`config.mk`:
```
export PLATFORM = sky130hd
export DESIGN_NAME = speed_control
export DESIGN_NICKNAME = d
export VERILOG_FILES = /design/src/rtl/speed_control.sv
export SDC_FILE = /design/constraint.sdc
export NUM_CORES = 1
export LEC_CHECK = 0
export BUFFER_PORTS_ARGS = -buffer_cell sky130_fd_sc_hd__buf_2
export CAP_MARGIN = 20
export CORE_AREA = 2 2 118 120
export DETAILED_ROUTE_END_ITERATION = 10
export DIE_AREA = 0 0 120 122
export PLACE_DENSITY_LB_ADDON = 0.08
export REMOVE_ABC_BUFFERS = 1
export SETUP_SLACK_MARGIN = 0.5
export SLEW_MARGIN = 20
export SYNTH_ARGS = -nofsm -noshare
export SYNTH_HDL_FRONTEND = slang
export SYNTH_SLANG_ARGS = --single-unit
```
`constraint.sdc`:
```
create_clock -name CLOCK_40 -period 3.2 [get_ports CLOCK_40]
set_input_delay 0.16 -clock CLOCK_40 [delete_from_list [all_inputs] [get_ports CLOCK_40]]
set_output_delay 0.16 -clock CLOCK_40 [all_outputs]
set_load 0.01 [all_outputs]
```
`src/rtl/speed_control.sv`:
```
// Front-panel input stage: synchronises and debounces four active-low pushbuttons and
// keeps a saturating 3-bit speed select for clockdiv.
module speed_control #(
   parameter int unsigned DEBOUNCE_CYCLES = 400000,
   parameter int unsigned CNT_W           = 19,
   parameter logic [2:0]  RESET_SELECT    = 3'd0
) (
   input  logic       CLOCK_40,
   input  logic       reset_n,
   input  logic       btn_step_n,
   input  logic       btn_multi_n,
   input  logic       btn_faster_n,
   input  logic       btn_slower_n,
   output logic [2:0] select,
   output logic       trigger,
   output logic       multitrigger,
   output logic       speed_changed
);

   localparam int unsigned NUM_BTN = 4;
   localparam logic [CNT_W-1:0] CNT_MAX = CNT_W'(DEBOUNCE_CYCLES - 1);

   if (DEBOUNCE_CYCLES < 1 ||
       (longint'(DEBOUNCE_CYCLES) - 1) >= (longint'(1) << CNT_W)) begin : g_param_check
      $error("speed_control: DEBOUNCE_CYCLES must be >= 1 and CNT_W must hold DEBOUNCE_CYCLES-1");
   end

   // Channel order: 0 step, 1 multi, 2 faster, 3 slower.
   logic [NUM_BTN-1:0] w_raw;
   logic [NUM_BTN-1:0] r_sync1;
   logic [NUM_BTN-1:0] r_sync2;
   logic [NUM_BTN-1:0] r_db;
   logic [NUM_BTN-1:0] w_db_next;
   logic [NUM_BTN-1:0] w_press;
   logic [CNT_W-1:0]   r_cnt      [NUM_BTN];
   logic [CNT_W-1:0]   w_cnt_next [NUM_BTN];

   logic [2:0] r_select;
   logic [2:0] w_select_next;
   logic       r_speed_changed;

   assign w_raw = {btn_slower_n, btn_faster_n, btn_multi_n, btn_step_n};

   always_ff @(posedge CLOCK_40 or negedge reset_n) begin
      if (!reset_n) begin
         r_sync1 <= '1;
         r_sync2 <= '1;
      end else begin
         r_sync1 <= w_raw;
         r_sync2 <= r_sync1;
      end
   end

   // Any cycle of agreement clears the count, so only an unbroken run of
   // DEBOUNCE_CYCLES disagreeing samples moves the debounced state.
   always_comb begin
      w_db_next = r_db;
      for (int i = 0; i < NUM_BTN; i++) begin
         w_cnt_next[i] = '0;
         if (r_sync2[i] != r_db[i]) begin
            if (r_cnt[i] == CNT_MAX) begin
               w_db_next[i] = r_sync2[i];
            end else begin
               w_cnt_next[i] = r_cnt[i] + CNT_W'(1);
            end
         end
      end
   end

   always_ff @(posedge CLOCK_40 or negedge reset_n) begin
      if (!reset_n) begin
         r_db <= '1;
         for (int i = 0; i < NUM_BTN; i++) begin
            r_cnt[i] <= '0;
         end
      end else begin
         r_db <= w_db_next;
         for (int i = 0; i < NUM_BTN; i++) begin
            r_cnt[i] <= w_cnt_next[i];
         end
      end
   end

   // Press is taken from the debounce next-state so select moves on the same edge.
   assign w_press = r_db & ~w_db_next;

   always_comb begin
      w_select_next = r_select;
      case ({w_press[2], w_press[3]})
         2'b10: if (r_select != 3'd7) w_select_next = r_select + 3'd1;
         2'b01: if (r_select != 3'd0) w_select_next = r_select - 3'd1;
         default: w_select_next = r_select;
      endcase
   end

   always_ff @(posedge CLOCK_40 or negedge reset_n) begin
      if (!reset_n) begin
         r_select        <= RESET_SELECT;
         r_speed_changed <= 1'b0;
      end else begin
         r_select        <= w_select_next;
         r_speed_changed <= (w_select_next != r_select);
      end
   end

   assign select        = r_select;
   assign trigger       = ~r_db[0];
   assign multitrigger  = ~r_db[1];
   assign speed_changed = r_speed_changed;

endmodule

```
======== After elaboration in Yosys (flattened, before gate mapping) ========
Cells that the tools add are included.
word-level totals
  bits in registers ....................... 92
  output and inout port bits .............. 6
  logic and storage cells ................. 51
operators by class
  $add $sub $neg .......................... 6
  equality and inequality tests ........... 12
  muxes and demuxes ....................... 19
  bitwise operators ....................... 4
  reductions and logical operators ........ 1
operator list
  kind                   count
  $mux 19                8
  $add 19x1->19 const B  4
  $eq 19x19->1 const B   4
  $mux 1                 8
  $mux 3                 2
  $pmux 3 s2             1
  $and 4x4->4            1
  $ne 1x1->1             4
  $not 4->4              1
  $add 3x1->3 const B    1
  $ne 3x3->1             1
  $ne 3x3->1 const B     1
  $reduce_bool 3->1      1
  $sub 3x1->3 const B    1
  $eq 2x1->1 const B     1
  $eq 2x2->1 const B     1
  $not 1->1              2

======== Depth between registers and ports, before layout ========
Gate-level depths: netlist (run 1).
  depth in word-level cells ............... 8
  mapped depth ............................ 11

======== Worst setup path after synthesis (run 1) ========
OpenSTA, ideal clock, no wires.
  kind .................................... reg2reg
  start ................................... reg r_cnt[19] in the netlist's numbering
  end ..................................... reg r_speed_changed, in the netlist speed_changed
  library setup time ...................... 0.141 ns
  arrival time ............................ 2.167 ns
  data required time ...................... 3.059 ns
  setup slack ............................. 0.891 ns
  stages on the path, launching flop included .. 12
  period minus slack after synthesis ...... 2.309 ns
  cells stage by stage .................... dfrtp_1 > ha_1 > and4_1 > buf_2 > nand2_1 > nor3_1 > nand3b_1 > ha_1 > nor2_1 > a32oi_1 > and2_1 > o2111ai_1
on the way
  longest elaborated chain between the ends .. 8
  elaborated cells between the ends (all ways) .. 9
  classes of those cells .................. 4 x eq/ne; 3 x mux; 2 x bitwise
RTL lines
  element                                          line  source
  start: declaration                               35    logic [CNT_W-1:0] r_cnt [NUM_BTN];
  start signal: indexed assignment                 79    r_cnt[i] <= w_cnt_next[i];
  $eq 19x19->1 *                                   61    if (r_cnt[i] == CNT_MAX) begin
  $mux 1 *                                         61
  $mux 1 *                                         60    if (r_sync2[i] != r_db[i]) begin
  $not 4->4 *                                      85    assign w_press = r_db & ~w_db_next;
  $and 4x4->4 *                                    85
  $eq 2x1->1 / $eq 2x2->1 (equally long branches)  89    case ({w_press[2], w_press[3]})
  $pmux 3 s2 *                                     89
  $ne 3x3->1 *                                     102   r_speed_changed <= (w_select_next != r_select);
  end signal: assignment                           102
  end: declaration                                 40    logic r_speed_changed;
Mark *: on every way between the ends. The rest lies on a longest branch, timed or not.

======== Final worst setup path (run 1) ========
Ends and elaborated chain as after synthesis.

==> results of run 1 <==
## cells in the mapped netlist, drive strengths merged, types with 2 or more instances
library cell  number  area share [%]
dfstp             12             6.9
xor2              24             4.6
nor4b              3            0.58
or4                4            0.74
mux2               4            0.99
nand3b             5            0.82
clkbuf             4            0.33
nor3              14             1.5
and2               2            0.27
nand3             29             3.2
nor4              17             2.3
o31ai              2            0.44
nand2b             2            0.27
nand2             26             2.1
a32oi              2            0.38
nand4             22             3.2
buf                6            0.77
mux2i              2            0.44
ha                 9             2.5
nor2              75             6.2
xnor2             39             7.5
nor3b              2            0.33
and4               7             1.4
a21oi             12             1.3
and3               4            0.55
o21ai             12             1.6
inv               15             1.2
dfrtp             80              44
or3               12             1.6
and3b              2            0.38
## per-layer routing
| layer | vias to the layer above | wire, µm | GRT usage (%) |
|---|---|---|---|
| met1 | 1563 | 4750 | 18.5 |
| li1 | 1655 | - | - |
| met4 | 0 | 85 | 4.71 |
| met5 | - | 0 | 0 |
| met2 | 33 | 4130 | 20.8 |
| met3 | 8 | 330 | 5.20 |
## worst paths after layout
path	start	to	slack [ns]	cells past startpoint
worst max-delay path	r_cnt[19]$_DFF_PN0_	speed_changed$_DFF_PN0_	0.71	10
worst min-delay path	r_sync1[3]$_DFF_PN1_	r_sync2[3]$_DFF_PN1_	0.35	0
worst max register to register	r_cnt[19]$_DFF_PN0_	speed_changed$_DFF_PN0_	0.71	10
worst min register to register	r_sync1[3]$_DFF_PN1_	r_sync2[3]$_DFF_PN1_	0.35	0
max in group asynchronous	reset_n	async pin	1.97	3
min in group asynchronous	reset_n	r_cnt[73]$_DFF_PN0_	0.41	2
## state kept, by name, summed over array words and instances, names as in the netlist, named ones only
signal,flops
r_cnt,76
r_db,2
r_sync1,4
r_sync2,4
select,3
speed_changed,1
## stage by stage
step	power, mW	instances	setup slack (ns)
floorplan	1.26	449	0.899
global placement	1.30	643	0.652
detailed placement	1.30	643	0.534
CTS	2.32	664	0.523
global route	2.38	666	0.499
finish	2.26	666	0.715
## worst max-delay path, delay by kind of cell (launching register included)
kind / cells / cell delay, ns
simple gates: 6 / 1.01
compound gates: 2 / 0.35
fa+ha+maj: 2 / 0.60
flops: 1 / 0.38
## kinds of logic after synthesis
logic type / after synthesis / share of synthesized area, %
flops: 92 / 50.7
compound gates: 34 / 4.77
fa+ha+maj: 9 / 2.47
xor+xnor: 63 / 12.1
buf+inv: 25 / 2.33
mux: 6 / 1.42
simple gates: 230 / 26.2
## where the power goes
| group | total, mW | switching [mW] | internal (mW) |
|---|---|---|---|
| logic | 0.0800 | 0.0545 | 0.0255 |
| registers | 1.20 | 0.0179 | 1.18 |
| clock network | 0.982 | 0.437 | 0.545 |
## layout make-up
cell class,count,share of cell area [%]
sequential,92,44.8
multi-input combinational,342,41.8
clock buffer,13,4.84
tap,180,4.36
timing repair buffer,21,2.81
inverter,15,1.09
clock inverter,3,0.291
## repair_timing
action | in CTS | in global routing
hold endpoints to repair | 54 | 0
endpoints found under the setup margin | 0 | 3
hold buffers | 5 | 0
resized for setup | 0 | 4
buffers inserted | 0 | 2
==> run summary, run 1 <==
* Total Routed Length: 9290 µm
* worst clock skew: 0.00571 ns
* share of synthesized flip-flops with an asynchronous set or reset: 100%
* highest net fanout along the worst path: 7
* Post-Route Utilization: 38.3%
* TritonCTS buffer count: 9
* pin count of the biggest net entering global routing: 58
* number of sinks on the clock net: 92
* count of flip-flops with a built-in enable after synthesis: 0
* clock network latency to the later pin of the worst-skew pair: 0.35 ns
* class of the tightest hold or removal check: flop to flop
* share of synthesized area occupied by flip-flops and latches: 50.7%
* area of combinational cells with multiple inputs: 2160 µm²
* PortBufs: 11
* total grt overflow: 0
* Core Area: 13500 µm²
* start-to-end type of the worst setup path: flop to flop
* floorplan die area: 14600 µm²
* FF+latch count, synth: 92
* wire length of the first global-routing pass: 15900 µm
* floorplan die height: 122 µm
* portion of the clock cycle consumed by the worst path in the final layout: 77.7%
* Tmin final: 2.49 ns
* detail-routed net length per standard cell: 14.0 µm
* syn_area_per_cell: 9.95 µm²
* sum of negative setup slack: 0 ns
* startpoint class of the critical path: flop
* delay of the slowest critical-path stage: 0.39 ns
* post-layout instance area: 5170 µm²
* CTS tree: built
* number of global-route vias before repair: 3176
* total via count in the routed design: 3259
* maximum clock path buffer count: 2
* sequence of cells on the critical path: ha_1 -> and4_2 -> nand2_1 -> nor3_4 -> nand3b_1 -> ha_2 -> nor2_1 -> a32oi_1 -> and2_1 -> o2111ai_1
* Critical Path End Type: flop
* All-Layer GR Usage: 13.9%
* detailed-route DRC error count: 0
* Max Slew Vio Count: 0
* most used flip-flop cell after synthesis: dfrtp_1
* endpoints failing hold: 0
* area taken by flip-flops and latches: 2320 µm²
* leading cell types in the layout, fill and taps excluded: 80 x dfrtp_1, 75 x nor2_1, 39 x xnor2_1
* power density of the placed cells: 438 nW/µm²
* antenna fix cells: 0
* placer congestion estimate: 0.716
* DR vias/cell: 4.89
* Detail Placement HPWL: 6190 µm
* initial core utilization: 33.8%
* number of filler instances in the final layout: 1375
* Syn. warnings: 0
* data arrival time at the worst-slack endpoint: 2.70 ns
* post-route antenna net violation count: 0
* status: finished, final reports clean
* Cell variety after synth: 47
* buffer cell driving the clock tree root: clkbuf_16
* level count of the clock H-tree: 3
* maximum vdd ir drop: 0.233 mV
* most common library cell in the layout ignoring fill and taps: dfrtp_1
* setup repair after global routing missed its margin: false
* data required time of the worst path: 3.41 ns
* Fmax achieved: 0.402 GHz
* slowest cell on the critical path: ha_2
* layout cell share with drive strength beyond 1: 11.3%
* clock slew at reported path FFs: 0.06 ns
* drt pass-1 iters: 4
* mapped cell area: 4570 µm²
* antenna violations before repair: 0
* number of cells produced by synthesis: 459
* P&R area growth vs syn: 13.2%
* Cell Rows: 43
* total I/O pin count: 12
* number of DRC violations after detailed-routing iteration 0: 192
* slew at the pin closest to its max-slew limit: 0.737 ns
* leakage: 2.05 nW
* Maximum Capacitance Violations: 0
* final count of negative-setup-slack endpoints: 0
* final net count: 496
* die width: 120 µm
* worst slew slack as a fraction of its limit: 50.9%
* placement-stage cell area: 4820 µm²
* Fin Hold WS: 0.352 ns
No activity file was read; power rests on OpenSTA's default activity.
==> run 2: changes to the inputs <==
Clock period 3.2 ns to 2.2 ns, I/O delays scaled along.
==> run 2 against run 1 <==
  * The run now ends with setup timing left
  * Setup slack worse by 0.84 ns
  * Critical path depth unchanged
  * First-iteration DRC count down 31%
  * Via count up 12%
  * Die area unchanged
  * Register-to-register slack worse by 0.84 ns
  * Critical path type unchanged
  * Largest cell class is now multi-input gates
  * Largest power group unchanged
==> run summary, run 2 (synthesized netlist as in run 1, its figures left out) <==
* Post-Route Utilization: 46.3%, +8.1 points
* Max Slew Vio Count: 0, unchanged
* P&R area growth vs syn: 37.0%
* drt pass-1 iters: 4, unchanged
* logic depth of the worst path, buffers included: 10, unchanged
* sequence of cells on the critical path: nor4b_2 -> nand3_1 -> nor3_2 -> buf_4 -> nand3b_1 -> ha_4 -> nor2_4 -> a32oi_2 -> and2_4 -> o2111ai_2
* endpoints failing hold: 0, unchanged
* worst slew slack as a fraction of its limit: 66.4%, +16 points
* CTS tree: built
* leading cell types in the layout, fill and taps excluded: 77 x dfrtp_1, 74 x buf_4, 49 x nor2_1
* maximum vdd ir drop: 0.287 mV, +23%
* setup repair after global routing missed its margin: true
* data required time of the worst path: 2.42 ns, -0.99 ns
* cell depth of the worst flop-to-flop path: 10, unchanged
* proportion of power drawn by combinational gates: 5.4%, +1.9 points
* Cell Rows: 43, unchanged
* All-Layer GR Usage: 14.8%, +0.91 points
* final net count: 574, +16%
* Detail Placement HPWL: 6630 µm, +7.2%
* Largest register FFs: 76, unchanged
* wire length of the first global-routing pass: 17200 µm, +8.5%
* switching share of total power: 22.9%, +0.37 points
* Regs by FF count: r_cnt: 76 flops, r_sync1: 4 flops, r_sync2: 4 flops
* CP endpoint: speed_changed$_DFF_PN0_
* Register-to-Register Setup Slack: -0.12 ns, -0.84 ns
* status: finished, violations left
* floorplan die height: 122 µm, unchanged
* number of global-route vias before repair: 3631, +14%
* total via count in the routed design: 3651, +12%
* most common library cell in the layout ignoring fill and taps: dfrtp_1
* slowest cell on the critical path: dfrtp_1
* antenna fix cells: 0, unchanged
* Int Power: 2.72 mW, +55%
* violations in the final reports: setup timing
* PortBufs: 11, unchanged
* beginning of the worst register-to-register path: r_cnt[29]$_DFF_PN0_
* DR vias/cell: 4.91, +0.28%
* level count of the clock H-tree: 3, unchanged
* class of the tightest hold or removal check: input pin to async pin
* Worst Setup SP: r_cnt[29]$_DFF_PN0_
* maximum clock path buffer count: 2, unchanged
* floorplan die area: 14600 µm², unchanged
* start-to-end type of the worst setup path: flop to flop
* power density of the placed cells: 563 nW/µm², +28%
* power spent charging and discharging nets: 0.805 mW, +58%
* slew at the pin closest to its max-slew limit: 0.500 ns, -0.237 ns
* highest net fanout along the worst path: 6, -1
* detail-routed net length per standard cell: 13.9 µm, about the same
* pin count of the biggest net entering global routing: 46, -21%
* leakage: 2.53 nW, +24%
* critical path buffer and inverter count: 1, +1
* slack of the critical path: -0.122 ns, -0.837 ns
* Critical Path End Type: flop
* antenna violations before repair: 0, unchanged
* Maximum Capacitance Violations: 0, unchanged
* TritonCTS buffer count: 9, unchanged
* Fmax achieved: 0.431 GHz, +7.0%
* clock group share of total power: 45.1%, +1.8 points
* Total Routed Length: 10400 µm, +12%
* pre-CTS setup slack: -0.168 ns, -0.703 ns
* worst reg2reg path endpoint: speed_changed$_DFF_PN0_
* placer congestion estimate: 0.746, +4.1%
* clock slew at reported path FFs: 0.07 ns, about the same
* die width: 120 µm, unchanged
* Tmin final: 2.32 ns, -0.163 ns
* worst clock skew: 0.00850 ns, +0.00278 ns
* portion of the clock cycle consumed by the worst path in the final layout: 106%, +28 points
* delay of the slowest critical-path stage: 0.39 ns, about the same
* total I/O pin count: 12, unchanged
* final count of negative-setup-slack endpoints: 2, +2
* post-route antenna net violation count: 0, unchanged
* number of DRC violations after detailed-routing iteration 0: 132, -31%
* number of sinks on the clock net: 92, unchanged
* data arrival time at the worst-slack endpoint: 2.54 ns, -0.16 ns
* layout cell share with drive strength beyond 1: 34.6%, +23 points
* number of filler instances in the final layout: 1276, -7.2%
* detailed-route DRC error count: 0, unchanged
* total grt overflow: 0, unchanged
* buffer cell driving the clock tree root: clkbuf_16
* startpoint class of the critical path: flop
* clock network latency to the later pin of the worst-skew pair: 0.35 ns, about the same
* initial core utilization: 33.8%, unchanged
* sequential share of power: 49.5%, -3.6 points
* register bank with the most flops: r_cnt
* Core Area: 13500 µm², unchanged
* cell family with most CP delay: simple AND/OR/NAND/NOR gates
run 2: cell count changes in the layout (fill, tap and decap cells not counted), moves of 7 or more:
cell	previous run	this run
buf_4	6	74
nor2_1	75	49
nor2_4	0	23
a21oi_1	12	4
a21oi_2	0	8
buf_6	0	7
run 2: through the flow:
step	hold WS (ns)	total power, mW	TNS (ns)	std cells	instance area (µm²)
final	0.225	3.52	-0.218	744	6260
after global routing	0.255	3.68	-0.735	744	6260
after CTS	0.225	3.57	-0.0403	735	5930
after detailed placement	0.0636	1.92	-0.307	697	5250
after global placement	0.0579	1.92	-0.366	697	5250
after floorplan	-0.186	1.83	-0.101	449	4520
run 2: metal layers:
| metal | global-route usage [%] | up-vias | routed length, µm |
|---|---|---|---|
| li1 | - | 1821 | - |
| met1 | 19.9 | 1778 | 5060 |
| met2 | 23.5 | 41 | 4910 |
| met3 | 2.57 | 11 | 235 |
| met4 | 6.62 | 0 | 171 |
| met5 | 0 | - | 0 |
run 2: timing repair:
| action | CTS | global route |
|---|---|---|
| gates cloned | 0 | 2 |
| hold endpoints to repair | 30 | 0 |
| gates resized for setup | 48 | 57 |
| setup buffers | 17 | 7 |
| setup endpoints to repair | 39 | 63 |
| hold buffers | 5 | 0 |
| pin swaps | 16 | 28 |
run 2: worst min path at each step:
stage	startpoint	to	slack (ns)	cells after the start
floorplan	reset_n	r_cnt[0]$_DFF_PN0_	-0.19	0
detailed placement	reset_n	r_cnt[70]$_DFF_PN0_	0.06	1
finish	reset_n	r_cnt[75]$_DFF_PN0_	0.23	2
global route	reset_n	r_cnt[70]$_DFF_PN0_	0.25	2
global placement	reset_n	r_cnt[73]$_DFF_PN0_	0.06	1
CTS	reset_n	r_cnt[75]$_DFF_PN0_	0.23	2
run 2: final cells by class:
class	count	area, µm²	area share [%]
repair buffers	99	800	12.8
flip-flops and latches	92	2320	37.1
inverters	15	56.3	0.900
well taps	180	225	3.60
clock inverters	5	60.1	0.960
multi-input cells	342	2550	40.8
clock buffers	11	243	3.88
run 2: power by group through the flow:
stage / clock network (mW) / registers (mW) / logic [mW]
CTS: 1.66 / 1.74 / 0.172
detailed placement: 0 / 1.78 / 0.144
global route: 1.72 / 1.75 / 0.215
floorplan: 0 / 1.77 / 0.0531
global placement: 0 / 1.77 / 0.143
finish: 1.59 / 1.74 / 0.191
==> run 3: changes to the inputs <==
Settings changed: TNS_END_PERCENT set to 1.
==> run 3 against run 2 <==
  * The flow still finishes with violations (setup timing)
  * Clock power barely moved
  * Non-clock buffer count shrank 20
  * Die area unchanged
  * Sequential power hardly changed
  * Largest power group unchanged
  * Highest routed layer unchanged
==> run summary, run 3 (synthesized netlist as in run 1, its figures left out) <==
* total grt overflow: 0, unchanged
* level count of the clock H-tree: 3, unchanged
* slack of the critical path: -0.149 ns, -0.0269 ns
* placer congestion estimate: 0.746, unchanged
* P&R area growth vs syn: 35.1%
* placement-stage cell area: 5250 µm², unchanged
* worst slew slack as a fraction of its limit: 66.4%, about the same
* drt pass-1 iters: 4, unchanged
* DR vias/cell: 4.95, +0.82%
* PortBufs: 11, unchanged
* clock network latency to the later pin of the worst-skew pair: 0.35 ns, about the same
* die width: 120 µm, unchanged
* highest net fanout along the worst path: 5, -1
* Largest register FFs: 76, unchanged
* buffer cell driving the clock tree root: clkbuf_16
* start-to-end type of the worst setup path: flop to flop
* pre-CTS setup slack: -0.168 ns, unchanged
* Maximum Capacitance Violations: 0, unchanged
* Core Area: 13500 µm², unchanged
* power density of the placed cells: 569 nW/µm², +1.1%
* detailed-route DRC error count: 0, unchanged
* Tmin final: 2.35 ns, +0.0269 ns
* floorplan die area: 14600 µm², unchanged
* Cell Rows: 43, unchanged
* Max Slew Vio Count: 0, unchanged
* pin count of the biggest net entering global routing: 46, unchanged
* Fmax achieved: 0.426 GHz, -1.1%
* total via count in the routed design: 3582, -1.9%
* total I/O pin count: 12, unchanged
* most common library cell in the layout ignoring fill and taps: dfrtp_1
* Critical Path End Type: flop
* detail-routed net length per standard cell: 13.9 µm, -0.47%
* status: finished, violations left
* maximum vdd ir drop: 0.294 mV, +2.4%
* wire length of the first global-routing pass: 16900 µm, -2.0%
* Detail Placement HPWL: 6630 µm, unchanged
* startpoint class of the critical path: flop
* number of global-route vias before repair: 3569, -1.7%
* endpoints failing hold: 0, unchanged
* TritonCTS buffer count: 9, unchanged
* violations in the final reports: setup timing
* floorplan die height: 122 µm, unchanged
* antenna fix cells: 0, unchanged
* maximum clock path buffer count: 2, unchanged
* number of sinks on the clock net: 92, unchanged
* Total Routed Length: 10000 µm, -3.1%
* Regs by FF count: r_cnt: 76 flops, r_sync1: 4 flops, r_sync2: 4 flops
* total design power: 3.51 mW, -0.28%
* CTS tree: built
* All-Layer GR Usage: 14.6%, -0.25 points
* data arrival time at the worst-slack endpoint: 2.56 ns, +0.02 ns
* Register-to-Register Setup Slack: -0.15 ns, -0.03 ns
* leading cell types in the layout, fill and taps excluded: 76 x dfrtp_1, 56 x buf_4, 50 x nor2_1
* leakage: 2.46 nW, -2.7%
* register bank with the most flops: r_cnt
* post-route antenna net violation count: 0, unchanged
* antenna violations before repair: 0, unchanged
* post-layout instance area: 6170 µm², -1.4%
* number of DRC violations after detailed-routing iteration 0: 135, +2.3%
* portion of the clock cycle consumed by the worst path in the final layout: 107%, +1.2 points
* clock slew at reported path FFs: 0.07 ns, about the same
* sum of negative setup slack: -0.280 ns, -0.0615 ns
* initial core utilization: 33.8%, unchanged
* class of the tightest hold or removal check: input pin to async pin
* final net count: 554, -3.5%
* slew at the pin closest to its max-slew limit: 0.500 ns, -0.000220 ns
* layout cell share with drive strength beyond 1: 33.8%, -0.75 points
* setup repair after global routing missed its margin: true
* worst clock skew: 0.00761 ns, -0.000889 ns
* data required time of the worst path: 2.41 ns, about the same
* final count of negative-setup-slack endpoints: 3, +1
[run 3: changes by cell type in the layout (fill, tap and decap cells not counted), sizes merged]
cell,change
buf,-19
clkbuf,-1
[run 3: area by class of cell]
type                       count  area [µm²]
inverter                      15        56.3
clock inverter                 5        60.1
fill                        1282        7330
tap                          180         225
timing repair buffer          79         628
sequential                    92        2320
clock buffer                  11         243
multi-input combinational    342        2640
[run 3: worst max-delay path, cell delays in order (launching register included)]
cell	delay (ns)
dfrtp_1	0.39
nor4b_2	0.32
nand3_1	0.17
nor3_2	0.21
buf_4	0.14
nand3b_1	0.11
ha_4	0.20
nand3b_1	0.20
a32oi_2	0.23
and2_4	0.17
o2111ai_2	0.08
[run 3: per-stage QoR]
step                      hold WS [ns]  util, %  instances
after floorplan                 -0.186        -        449
after global placement          0.0579     38.9        697
after detailed placement        0.0636     38.9        697
after CTS                        0.225     43.3        722
after global routing             0.255     45.7        724
final                            0.222     45.7        724
[run 3: final timing paths]
kind                                      start                       to  cells past startpoint
max                         r_cnt[29]$_DFF_PN0_  speed_changed$_DFF_PN0_                     10
max reg2reg                 r_cnt[29]$_DFF_PN0_  speed_changed$_DFF_PN0_                     10
min                                     reset_n      r_cnt[75]$_DFF_PN0_                      2
min in group CLOCK_40      r_sync1[1]$_DFF_PN1_     r_sync2[1]$_DFF_PN1_                      0
min reg2reg                r_sync1[1]$_DFF_PN1_     r_sync2[1]$_DFF_PN1_                      0
max in group asynchronous               reset_n     r_sync2[0]$_DFF_PN1_                      3
[run 3: what timing repair did]
item	CTS	global route
endpoints found under the setup margin	39	62
hold buffers	5	0
pin swaps	40	47
setup buffers	4	2
gates resized for setup	53	62
endpoints found under the hold margin	30	0
[run 3: metal layers]
| metal | track usage, % | wire, µm | up-vias |
|---|---|---|---|
| li1 | - | - | 1783 |
| met1 | 19.5 | 4940 | 1755 |
| met2 | 23.0 | 4730 | 33 |
| met3 | 2.57 | 214 | 11 |
| met4 | 6.62 | 165 | 0 |
| met5 | 0 | 0 | - |
[run 3: power breakdown]
group / switching (mW) / leakage (nW) / internal (mW)
Clock: 0.671 / 0.146 / 0.916
Sequential: 0.0251 / 1.23 / 1.72
Combinational: 0.107 / 1.09 / 0.0695
